<file path="src/rtl/wb_mem_arbiter.sv">
// wb_mem_arbiter
//   Two-master Wishbone classic arbiter. It shares one memory slave port
//   between the core (M0) and the UART-Wishbone bridge (M1). Arbitration is
//   round-robin. The owner keeps the bus for its whole CYC. Acks and read
//   data go only to the owner.
//
//   Ports
//     clk, rst              clock, synchronous active-high reset
//     i_mX_cyc/stb/we       master X request (X = 0 core, 1 UART bridge)
//     i_mX_adr/dat/sel      master X address, write data, byte enables
//     o_mX_dat/ack/err      read data, ack, abort back to master X
//     o_s_cyc/stb/we        to memory slave
//     o_s_adr/dat/sel       to memory slave
//     i_s_dat/ack           from memory slave
//     o_grant               one-hot owner {M1,M0}, 2'b00 when idle
//
//   Optional feature: define ARB_TIMEOUT_EN to enable the stall timeout.
//   When enabled, an owner whose strobe goes unacked for TIMEOUT_CYCLES
//   cycles gets a one-cycle err pulse. The bus is then parked in ABORT until
//   that owner drops cyc.
//
//   state    | meaning
//   ---------+---------------------------------------------------------
//   IDLE     | no owner, slave port quiet, arbitrate registered requests
//   GNT_M0   | core owns the slave port until it drops cyc
//   GNT_M1   | UART bridge owns the slave port until it drops cyc
//   ABORT    | (ARB_TIMEOUT_EN) timed-out owner, bus parked until cyc drops

module wb_mem_arbiter #(
  parameter int DATA_WIDTH     = 32,
  parameter int ADDR_WIDTH     = 32,
  parameter int TIMEOUT_CYCLES = 255
) (
  input  logic                      clk,
  input  logic                      rst,
  input  logic                      i_m0_cyc,
  input  logic                      i_m0_stb,
  input  logic                      i_m0_we,
  input  logic [ADDR_WIDTH-1:0]     i_m0_adr,
  input  logic [DATA_WIDTH-1:0]     i_m0_dat,
  input  logic [DATA_WIDTH/8-1:0]   i_m0_sel,
  output logic [DATA_WIDTH-1:0]     o_m0_dat,
  output logic                      o_m0_ack,
  output logic                      o_m0_err,
  input  logic                      i_m1_cyc,
  input  logic                      i_m1_stb,
  input  logic                      i_m1_we,
  input  logic [ADDR_WIDTH-1:0]     i_m1_adr,
  input  logic [DATA_WIDTH-1:0]     i_m1_dat,
  input  logic [DATA_WIDTH/8-1:0]   i_m1_sel,
  output logic [DATA_WIDTH-1:0]     o_m1_dat,
  output logic                      o_m1_ack,
  output logic                      o_m1_err,
  output logic                      o_s_cyc,
  output logic                      o_s_stb,
  output logic                      o_s_we,
  output logic [ADDR_WIDTH-1:0]     o_s_adr,
  output logic [DATA_WIDTH-1:0]     o_s_dat,
  output logic [DATA_WIDTH/8-1:0]   o_s_sel,
  input  logic [DATA_WIDTH-1:0]     i_s_dat,
  input  logic                      i_s_ack,
  output logic [1:0]                o_grant
);

  if (TIMEOUT_CYCLES < 1 || TIMEOUT_CYCLES > 65535) begin : g_bad_timeout
    $error("wb_mem_arbiter: TIMEOUT_CYCLES must be in 1..65535");
  end

`ifdef ARB_TIMEOUT_EN
  typedef enum logic [1:0] {ST_IDLE, ST_GNT_M0, ST_GNT_M1, ST_ABORT} state_t;
`else
  typedef enum logic [1:0] {ST_IDLE, ST_GNT_M0, ST_GNT_M1} state_t;
`endif

  state_t state, state_nxt;
  logic   last_grant, last_grant_nxt;   // 1 = M1 was the last owner
  logic   req_m0, req_m1;

  assign req_m0 = i_m0_cyc & i_m0_stb;
  assign req_m1 = i_m1_cyc & i_m1_stb;

`ifdef ARB_TIMEOUT_EN
  localparam logic [15:0] TIMEOUT_LIMIT = 16'(TIMEOUT_CYCLES);

  logic [15:0] timeout_cnt;
  logic        owner_m1;     // remembers who to release from ABORT
  logic        timeout_hit;

  assign timeout_hit = (timeout_cnt == TIMEOUT_LIMIT);

  always_ff @(posedge clk) begin
    if (rst) begin
      timeout_cnt <= '0;
      owner_m1    <= 1'b0;
    end else begin
      if ((state != ST_GNT_M0 && state != ST_GNT_M1) || i_s_ack)
        timeout_cnt <= '0;
      else if (o_s_stb)
        timeout_cnt <= timeout_cnt + 16'd1;
      if (state == ST_GNT_M1)
        owner_m1 <= 1'b1;
      else if (state == ST_GNT_M0)
        owner_m1 <= 1'b0;
    end
  end
`endif

  always_ff @(posedge clk) begin
    if (rst) begin
      state      <= ST_IDLE;
      last_grant <= 1'b1;
    end else begin
      state      <= state_nxt;
      last_grant <= last_grant_nxt;
    end
  end

  always_comb begin
    state_nxt      = state;
    last_grant_nxt = last_grant;
    o_s_cyc        = 1'b0;
    o_s_stb        = 1'b0;
    o_s_we         = 1'b0;
    o_s_adr        = '0;
    o_s_dat        = '0;
    o_s_sel        = '0;
    o_m0_dat       = '0;
    o_m0_ack       = 1'b0;
    o_m0_err       = 1'b0;
    o_m1_dat       = '0;
    o_m1_ack       = 1'b0;
    o_m1_err       = 1'b0;
    o_grant        = 2'b00;
    case (state)
      ST_IDLE: begin
        // On contention the master that did not own the bus last wins.
        if (req_m0 && (!req_m1 || last_grant))
          state_nxt = ST_GNT_M0;
        else if (req_m1)
          state_nxt = ST_GNT_M1;
      end
      ST_GNT_M0: begin
        o_grant  = 2'b01;
        o_s_cyc  = i_m0_cyc;
        o_s_stb  = i_m0_stb;
        o_s_we   = i_m0_we;
        o_s_adr  = i_m0_adr;
        o_s_dat  = i_m0_dat;
        o_s_sel  = i_m0_sel;
        o_m0_dat = i_s_dat;
        // An ack arriving after the owner dropped cyc is a stale one.
        o_m0_ack = i_s_ack & i_m0_cyc;
        if (!i_m0_cyc) begin
          state_nxt      = ST_IDLE;
          last_grant_nxt = 1'b0;
        end
`ifdef ARB_TIMEOUT_EN
        else if (timeout_hit) begin
          o_s_cyc   = 1'b0;
          o_s_stb   = 1'b0;
          o_m0_ack  = 1'b0;
          o_m0_err  = 1'b1;
          state_nxt = ST_ABORT;
        end
`endif
      end
      ST_GNT_M1: begin
        o_grant  = 2'b10;
        o_s_cyc  = i_m1_cyc;
        o_s_stb  = i_m1_stb;
        o_s_we   = i_m1_we;
        o_s_adr  = i_m1_adr;
        o_s_dat  = i_m1_dat;
        o_s_sel  = i_m1_sel;
        o_m1_dat = i_s_dat;
        o_m1_ack = i_s_ack & i_m1_cyc;
        if (!i_m1_cyc) begin
          state_nxt      = ST_IDLE;
          last_grant_nxt = 1'b1;
        end
`ifdef ARB_TIMEOUT_EN
        else if (timeout_hit) begin
          o_s_cyc   = 1'b0;
          o_s_stb   = 1'b0;
          o_m1_ack  = 1'b0;
          o_m1_err  = 1'b1;
          state_nxt = ST_ABORT;
        end
`endif
      end
`ifdef ARB_TIMEOUT_EN
      ST_ABORT: begin
        if (!(owner_m1 ? i_m1_cyc : i_m0_cyc)) begin
          state_nxt      = ST_IDLE;
          last_grant_nxt = owner_m1;
        end
      end
`endif
      default: state_nxt = ST_IDLE;
    endcase
  end

endmodule

</file>
<file path="config.mk">
export PLATFORM = sky130hd
export DESIGN_NAME = wb_mem_arbiter
export DESIGN_NICKNAME = d
export VERILOG_FILES = /design/src/rtl/wb_mem_arbiter.sv
export SDC_FILE = /design/constraint.sdc
export NUM_CORES = 1
export LEC_CHECK = 0
export CAP_MARGIN = 20
export CORE_AREA = 2 2 122 124
export CTS_BUF_LIST = sky130_fd_sc_hd__clkbuf_4 sky130_fd_sc_hd__clkbuf_8
export DETAILED_ROUTE_END_ITERATION = 8
export DIE_AREA = 0 0 124 126
export HOLD_SLACK_MARGIN = 0.08
export MAX_ROUTING_LAYER = met4
export SYNTH_ARGS = -nofsm -noshare
export SYNTH_HDL_FRONTEND = slang
export SYNTH_SLANG_ARGS = --single-unit
</file>
<file path="constraint.sdc">
create_clock -name clk -period 1.8 [get_ports clk]
set_input_delay 0.36 -clock clk [delete_from_list [all_inputs] [get_ports clk]]
set_output_delay 0.36 -clock clk [all_outputs]
set_load 0.005 [all_outputs]
</file>
==> metrics.md <==
| Metric | Value |
|---|---|
| Outcome | `finished with violations` |
| Failing checks | `negative setup slack` |
| Unrepaired setup endpoints after global routing | `true` |
| Reg-to-Reg End | `state[1]` |
| Final period utilization | `1.10` |
| CP peak stage delay | `0.34 ns` |
| Largest net degree at the start of global routing | `26` |
| FP Rows | `44` |
| Tmin final | `1.98 ns` |
| Top cells by area, synth | `a22oi_1 (30%), nor2b_1 (25%), and2_1 (23%)` |
| Arrival @ worst endpoint | `1.62 ns` |
| DR pass1 iterations | `4` |
| Min-delay src | `state[0]` |
| Max Cap Viol | `0` |
| CTS Sinks | `3` |
| # setup viols final | `122` |
| Routed wire length | `13.7 mm` |
| Placed insts | `756` |
| Lkg Pwr | `2.70 nW` |
| Switching Share | `0.349` |
| Cts hold-fix bufs | `0` |
| # diodes | `0` |
| Clock latency at the later pin of the worst-skew pair | `0.22 ns` |
| Worst clock skew | `0.00136 ns` |
| CTS tree | `built` |
| Final nets | `807` |
| Global Route met2 Usage | `0.315` |
| Final Core Density | `0.457` |
| Routing usage on met3 | `0.0303` |
| RePlAce Congestion | `0.806` |
| Crit end category | `output port` |
| Post-route worst setup slack | `-0.179 ns` |
| Final ANT Viol Nets | `0` |
| Clock transition at path regs | `0.03 ns` |
| Via count | `3483` |
| Share of total power in the clock network | `0.047` |
| Drc violations | `0` |
| Gate count of the mapped netlist | `265` |
| Initial core utilization | `0.126` |
| DIE AREA | `15600 um^2` |
| Seq pwr share | `0.023` |
| Cell Chain, Critical Path | `inv_2, buf_4, ha_4, buf_12, clkbuf_16, nor2b_1, buf_2` |
| CP bufs+invs | `5` |
| Prevailing post-synth register cell | `dfxtp_1` |
| First-pass GRT wire length | `18.6 mm` |
| Warnings, synthesis | `0` |
| Vias in the first global route | `3594` |
| H-tree depth reported by CTS | `1` |
| Core area | `14300 um^2` |
| Crit Reg-Reg Startpoint | `state[1]` |
| M1 GR Usage | `0.157` |
| Endpoints failing hold | `0` |
| CP Max Fanout | `12` |
| Deepest clock path buffer count | `2` |
| CTS Root Cell | `clkbuf_8` |
| Initial antenna violation count | `0` |
| Final slew viol count | `0` |
| Setup slack, reg-to-reg | `-0.06 ns` |
| Syn Area/Cell | `6.81 um^2` |
| Synthesized area | `1800 um^2` |
| CP Data Required Time | `1.44 ns` |
| Sequential share of the synthesized area | `0.0333` |
| I/O Pins | `318` |
| Layout cell share with drive strength beyond 1 | `0.591` |
| 1st-iter DRT viols | `57` |
| Final cell count without fillers | `810` |
| Slowest library cell on the worst path | `dfxtp_2` |
| Cells on Worst Hold Path | `2` |
| HP Class | `flip-flop to flip-flop` |
| GRT busiest layer | `met2` |
| Count leader, synth | `nor2b_1` |
| Critical Setup Path Class | `flip-flop to output port` |
| Achievable frequency | `0.505 GHz` |
| Buffers on Ports | `315` |
| Top post-synthesis cells by count | `nor2b_1 (72), a22oi_1 (71), and2_1 (65)` |
| CP startpoint kind | `flip-flop` |
| Ys async rst share | `0` |
| Power Density | `688 nW/um^2` |
| Net Sw Power | `1.57 mW` |
| Yosys cell types | `23` |
| GRT overflow | `0` |
| EDFF count, synth | `0` |
| DP HPWL | `9.10 mm` |
| DR WL/cell | `17.0 um` |
| Yosys reg bits | `3` |
| Worst Reg-to-Reg Cells | `10` |
| Pint | `2.93 mW` |
| Cell taking the most area after synthesis | `a22oi_1` |
| Hold EP | `state[0]` |
| Inserted Clock Buffers | `3` |
| Die W | `124 um` |
| Top cell type's share of synthesized area | `0.295` |
| DR vias/cell | `4.30` |
| Maximum VDD drop | `0.000278 V` |
| CP delay by family, top | `buffers and inverters` |
| Die height | `126 um` |
| Combinational Power Share | `0.931` |
| Area grow syn2layout | `263%` |
| GRT Util Overall | `0.159` |
==> sequential cells by signal (all words and copies together) (netlist names) <==
name and cells:
state 2, last_grant 1
==> final cells by class <==
class,count,area (um^2)
sequential,3,62.6
fill,1369,7770
inverter,2,10.0
timing repair buffer,391,3980
tap,184,230
clock buffer,4,48.8
multi-input combinational,226,2220
==> worst min-delay path, stage by stage (launching register included) <==
cell and delay [ns]:
dfxtp_2 0.32, inv_4 0.08, o31ai_2 0.07
==> worst max path at each step <==
stage / cells past startpoint / to / from / slack [ns]
global placement: 6 / o_s_adr[29] / state[0] / -0.28
floorplan: 7 / o_s_adr[0] / state[1] / 0.19
CTS: 7 / o_s_adr[21] / state[1] / -0.19
finish: 7 / o_s_adr[3] / state[1] / -0.18
global route: 9 / o_s_dat[28] / state[1] / -0.22
detailed placement: 5 / o_s_dat[27] / state[0] / -0.31
==> logic make-up (layout without fill, tap and decap cells) <==
family,count (synthesis),in the layout,share of synthesized area
AND/OR/NAND/NOR,143,143,0.497
AO/OA/AOI/OAI,77,77,0.330
buffers and inverters,37,397,0.111
adder cells (fa/ha/maj),3,3,0.0208
flip-flops,3,3,0.0333
other,1,2,0.00208
multiplexers,1,1,0.00555
==> power groups by stage <==
| stage | Sequential [mW] | Clock, mW | Combinational (mW) |
|---|---|---|---|
| finish | 0.102 | 0.210 | 4.19 |
| global route | 0.103 | 0.218 | 4.46 |
| CTS | 0.0976 | 0.217 | 3.54 |
| detailed placement | 0.0953 | 0 | 2.61 |
| global placement | 0.0944 | 0 | 2.56 |
| floorplan | 0.0920 | 0 | 1.11 |
==> per-layer routing <==
metal	wire, um	up-vias	part of all wire
li1	-	1647	-
met2	7720	176	0.56
met4	97	0	0.0071
met1	4800	1654	0.35
met5	0	-	0
met3	1130	6	0.082
==> placed cells by master, fill, tap and decap left out, drive strengths merged <==
cell type,count
a21boi,2
a22oi,72
a311o,1
and2,65
and3,2
and3b,1
buf,204
clkbuf,12
clkdlybuf4s15,2
clkdlybuf4s50,176
conb,2
dfxtp,3
dlygate4sd2,1
ha,3
inv,2
mux2i,1
nand2,1
nand2b,1
nand4b,1
nor2b,72
o21ai,1
o31ai,1
==> per-stage QoR <==
stage | TNS, ns | total power, mW | cell area [um^2] | setup slack, ns | hold WS, ns
after floorplan | 0 | 1.20 | 1810 | 0.192 | 0.463
after global placement | -24.56 | 2.66 | 5300 | -0.280 | 0.481
after detailed placement | -29.32 | 2.70 | 5300 | -0.315 | 0.486
after CTS | -11.97 | 3.85 | 6000 | -0.191 | 0.488
after global routing | -16.57 | 4.78 | 6540 | -0.220 | 0.536
final | -10.63 | 4.50 | 6540 | -0.179 | 0.526
==> timing repair <==
item,4_1_cts,5_1_grt
gates resized for setup,689,126
endpoints found under the setup margin,139,131
endpoints found under the hold margin,0,0
setup buffers,27,19
pin swaps,44,31
cloned,15,6
Note: power is estimated with default switching activity, not from simulation.
==> variant 1, RTL diff (same flow settings) <==
Encoding of `state_t`: now one-hot (3 bits for 3 states).
--- a/src/rtl/wb_mem_arbiter.sv
+++ b/src/rtl/wb_mem_arbiter.sv
@@ -71,3 +71,3 @@
 `else
-  typedef enum logic [1:0] {ST_IDLE, ST_GNT_M0, ST_GNT_M1} state_t;
+  typedef enum logic [2:0] {ST_IDLE = 3'b001, ST_GNT_M0 = 3'b010, ST_GNT_M1 = 3'b100} state_t;
 `endif
Behaviour: no difference found for any inputs over 10 cycles, from zero or initial values and one cycle with rst high; not proved beyond that.
==> variant 1 against the original RTL <==
The flow still finishes with violations (setup timing); via count fell by 19%; cell area fell by 25%; sequential cell count rose by 1; area after synthesis fell by 22%; routed wire length fell by 21%; global-route usage fell by 3.8 points; setup slack got worse by 0.19 ns; non-clock buffer count fell by 39.
Power is left out: it rests on default switching activity, and per cell area and clock period it moved more than threefold.
==> variant 1: results <==
set metrics [dict create \
    cts.htree.levels 1 \
    via_per_inst 4.02 \
    grt_antenna_before_repair 0 \
    yosysSeqAreaShare 0.0572 \
    status "complete, but fails checks" \
    place_area_mm2 0.00491 \
    io_buffer_count 315 \
    skew_ns 0.00263 \
    fin_nets 695 \
    reg2reg_depth 6 \
    grt_max_degree 36 \
    drt_iter0_markers 51 \
    use_met3 0.0208 \
    synth.distinct_cells 22 \
    grt_use_met2 0.230 \
    hp-class "reg2reg" \
    track_usage 0.121 \
    yosysWarnings 0 \
    dp_hpwl_mm 8.72 \
    min_path_cells 1 \
    routedWlPerCell_um 15.5 \
    dr.pass1.iters 4 \
    diodes 0 \
    setup_ws_ns -0.366 \
    largestRegisters "state: 3 flops, last_grant: 1 flops" \
    use_met1 0.132 \
    synthTopCellsByArea "a22o_1 44%, and2_1 29%, buf_4 6.4%, dfxtp_1 5.7%, buf_2 2.9%" \
    drive_above_1_share 0.273 \
    max_cap_violations 0 \
    synth-main-ff-cell "dfxtp_1" \
    clkLatencyLatePin_ns 0.22 \
    worstPathMaxFanout 14 \
    synth_common_cells "70 x a22o_1, 64 x and2_1, 12 x buf_4" \
    setup_viol 66 \
    gp_congestion 0.883 \
    arrival_ns 1.81 \
    grt_pass1_vias 2734 \
    num_vias 2814 \
    async_reset_ff_frac 0 \
    cts_buffers 3 \
    place_inst 682 \
    clock-root-buffer "clkbuf_8" \
    avgSynthCellArea_um2 7.61 \
    path_clk_slew_ns 0.03 \
    violations "setup timing" \
    clockBufferDepth 2 \
    grt_first_pass_wirelength_mm 14.7 \
]
-- variant 1: worst paths after layout --
path	start	end	slack, ns
setup / recovery	state[2]	o_s_dat[22]	-0.37
hold / removal	last_grant	last_grant	0.52
setup reg to reg	state[1]	last_grant	0.35
hold reg to reg	last_grant	last_grant	0.52
-- variant 1: logic make-up after synthesis --
group / after synthesis / synth area share
AND/OR/NAND/NOR: 77 / 0.358
AO/OA/AOI/OAI: 77 / 0.475
buffers and inverters: 25 / 0.106
flip-flops: 4 / 0.0572
other: 1 / 0.00268
-- variant 1: what timing repair did --
item,in CTS,in global routing
pin swaps,5,4
endpoints found under the setup margin,139,135
resized for setup,182,149
cloned,1,3
setup buffers,9,4
-- variant 1: area by class of cell --
| cell class | instances | area (µm²) |
|---|---|---|
| clock buffers | 3 | 41.3 |
| flip-flops and latches | 4 | 86.3 |
| multi-input cells | 156 | 1200 |
| inverters | 1 | 3.75 |
| repair buffers | 352 | 3330 |
| well taps | 184 | 230 |
| fillers | 1509 | 9420 |
-- variant 1: metal layers --
metal  vias to the layer above  share of wire
li1                       1360              -
met1                      1293           0.39
met2                       153           0.52
met3                         8          0.088
met4                         0         0.0097
met5                         -              0
-- variant 1: worst max-delay path: stages (launching register included) --
cell and delay, ns:
dfxtp_4 0.35, nor3b_4 0.26, buf_12 0.20, buf_12 0.14
a22o_1 0.13, clkdlybuf4s50_1 0.50
-- variant 1: through the flow --
| stage | utilization | setup slack [ns] | setup TNS, ns |
|---|---|---|---|
| floorplan | - | 0.288 | 0 |
| global placement | 0.343 | -0.322 | -23.77 |
| detailed placement | 0.343 | -0.326 | -27.54 |
| CTS | 0.350 | -0.413 | -33.28 |
| global route | 0.342 | -0.446 | -20.62 |
| finish | 0.342 | -0.366 | -13.94 |
==> variant 2, RTL diff (same flow settings) <==
Made on the original files. Change the parameter `DATA_WIDTH` from 32 to 24.
--- a/src/rtl/wb_mem_arbiter.sv
+++ b/src/rtl/wb_mem_arbiter.sv
@@ -29,3 +29,3 @@
 module wb_mem_arbiter #(
-  parameter int DATA_WIDTH     = 32,
+  parameter int DATA_WIDTH     = 24,
   parameter int ADDR_WIDTH     = 32,
Ports: changed (9 resized); port bits go from 318 to 267. The function was not compared with the original's and may differ.
==> variant 2 against the original RTL <==
The run still ends with setup timing left; area after synthesis decreased by 14%; sequential cell count unchanged; cell count decreased by 11%; die area unchanged; total power decreased by 9.5%; fmax increased by 3.3%; non-clock buffer count decreased by 55; routed wire length decreased by 5.4%; cell area decreased by 13%; setup slack improved by 0.063 ns; largest cell class unchanged; highest routed layer unchanged.
==> variant 2: results <==
set metrics [dict create \
    yosysSeqAreaShare 0.0386 \
    hp-start "state[1]" \
    synth_fa_ha_area_frac 0.0241 \
    use_met1 0.188 \
    dp_hpwl_mm 7.48 \
    drive_above_1_share 0.544 \
    vdd_ir_drop_max_mv 0.345 \
    place_inst 661 \
    io_buffer_count 264 \
    nNonClkBuffers 336 \
    seqCellArea_um2 65.1 \
    violations "setup timing" \
    synth.distinct_cells 24 \
    use_met3 0.0267 \
    p_leak_nw 2.34 \
    multi_input_area_share 0.325 \
    fin_nets 692 \
    status "complete, but fails checks" \
    arrival_ns 1.56 \
    reg2reg_from "state[0]" \
    setup_viol 66 \
    cts_resized 556 \
    synth_common_cells "62 x a22oi_1, 62 x nor2b_1, 49 x and2_1" \
    drt_iter0_markers 44 \
    critPathLaunch "state[0]" \
    wl_mm 13.0 \
    setup_ws_ns -0.116 \
    synth_compound_area_frac 0.339 \
    avgSynthCellArea_um2 6.89 \
    wl_met2_mm 6.51 \
    final-nonclk-buf-share 0.612 \
    fin_setup_tns_ns -2.93 \
    num_vias 2998 \
    grt_first_pass_wirelength_mm 18.1 \
    wl_met1_mm 5.26 \
    skew_ns 0.00297 \
    clkCellAreaFrac 0.00859 \
]
## variant 2: worst min-delay path, cell delays in order, from the launching register on
cell,delay [ns]
dfxtp_4,0.35
nand2b_1,0.07
mux2i_1,0.05
## variant 2: power breakdown
| group | switching, mW | leakage, nW | internal [mW] |
|---|---|---|---|
| clock network | 0.0486 | 0.0262 | 0.166 |
| logic | 1.40 | 2.29 | 2.36 |
| registers | 0.0180 | 0.0258 | 0.0885 |
## variant 2: logic make-up (layout without fill, tap and decap cells)
family | Yosys count | after routing
AOI/OAI and AO/OA | 68 | 68
adders and majority gates | 3 | 3
buffers and inverters | 32 | 342
DFF | 3 | 3
muxes | 1 | 1
other | 1 | 2
and+or+nand+nor | 118 | 118
## variant 2: path summary, 6_finish.rpt
kind,to,slack [ns],cells after the start
max reg2reg,last_grant,0.15,8
min,state[1],0.52,2
max,o_s_cyc,-0.12,7
min reg2reg,state[1],0.52,2
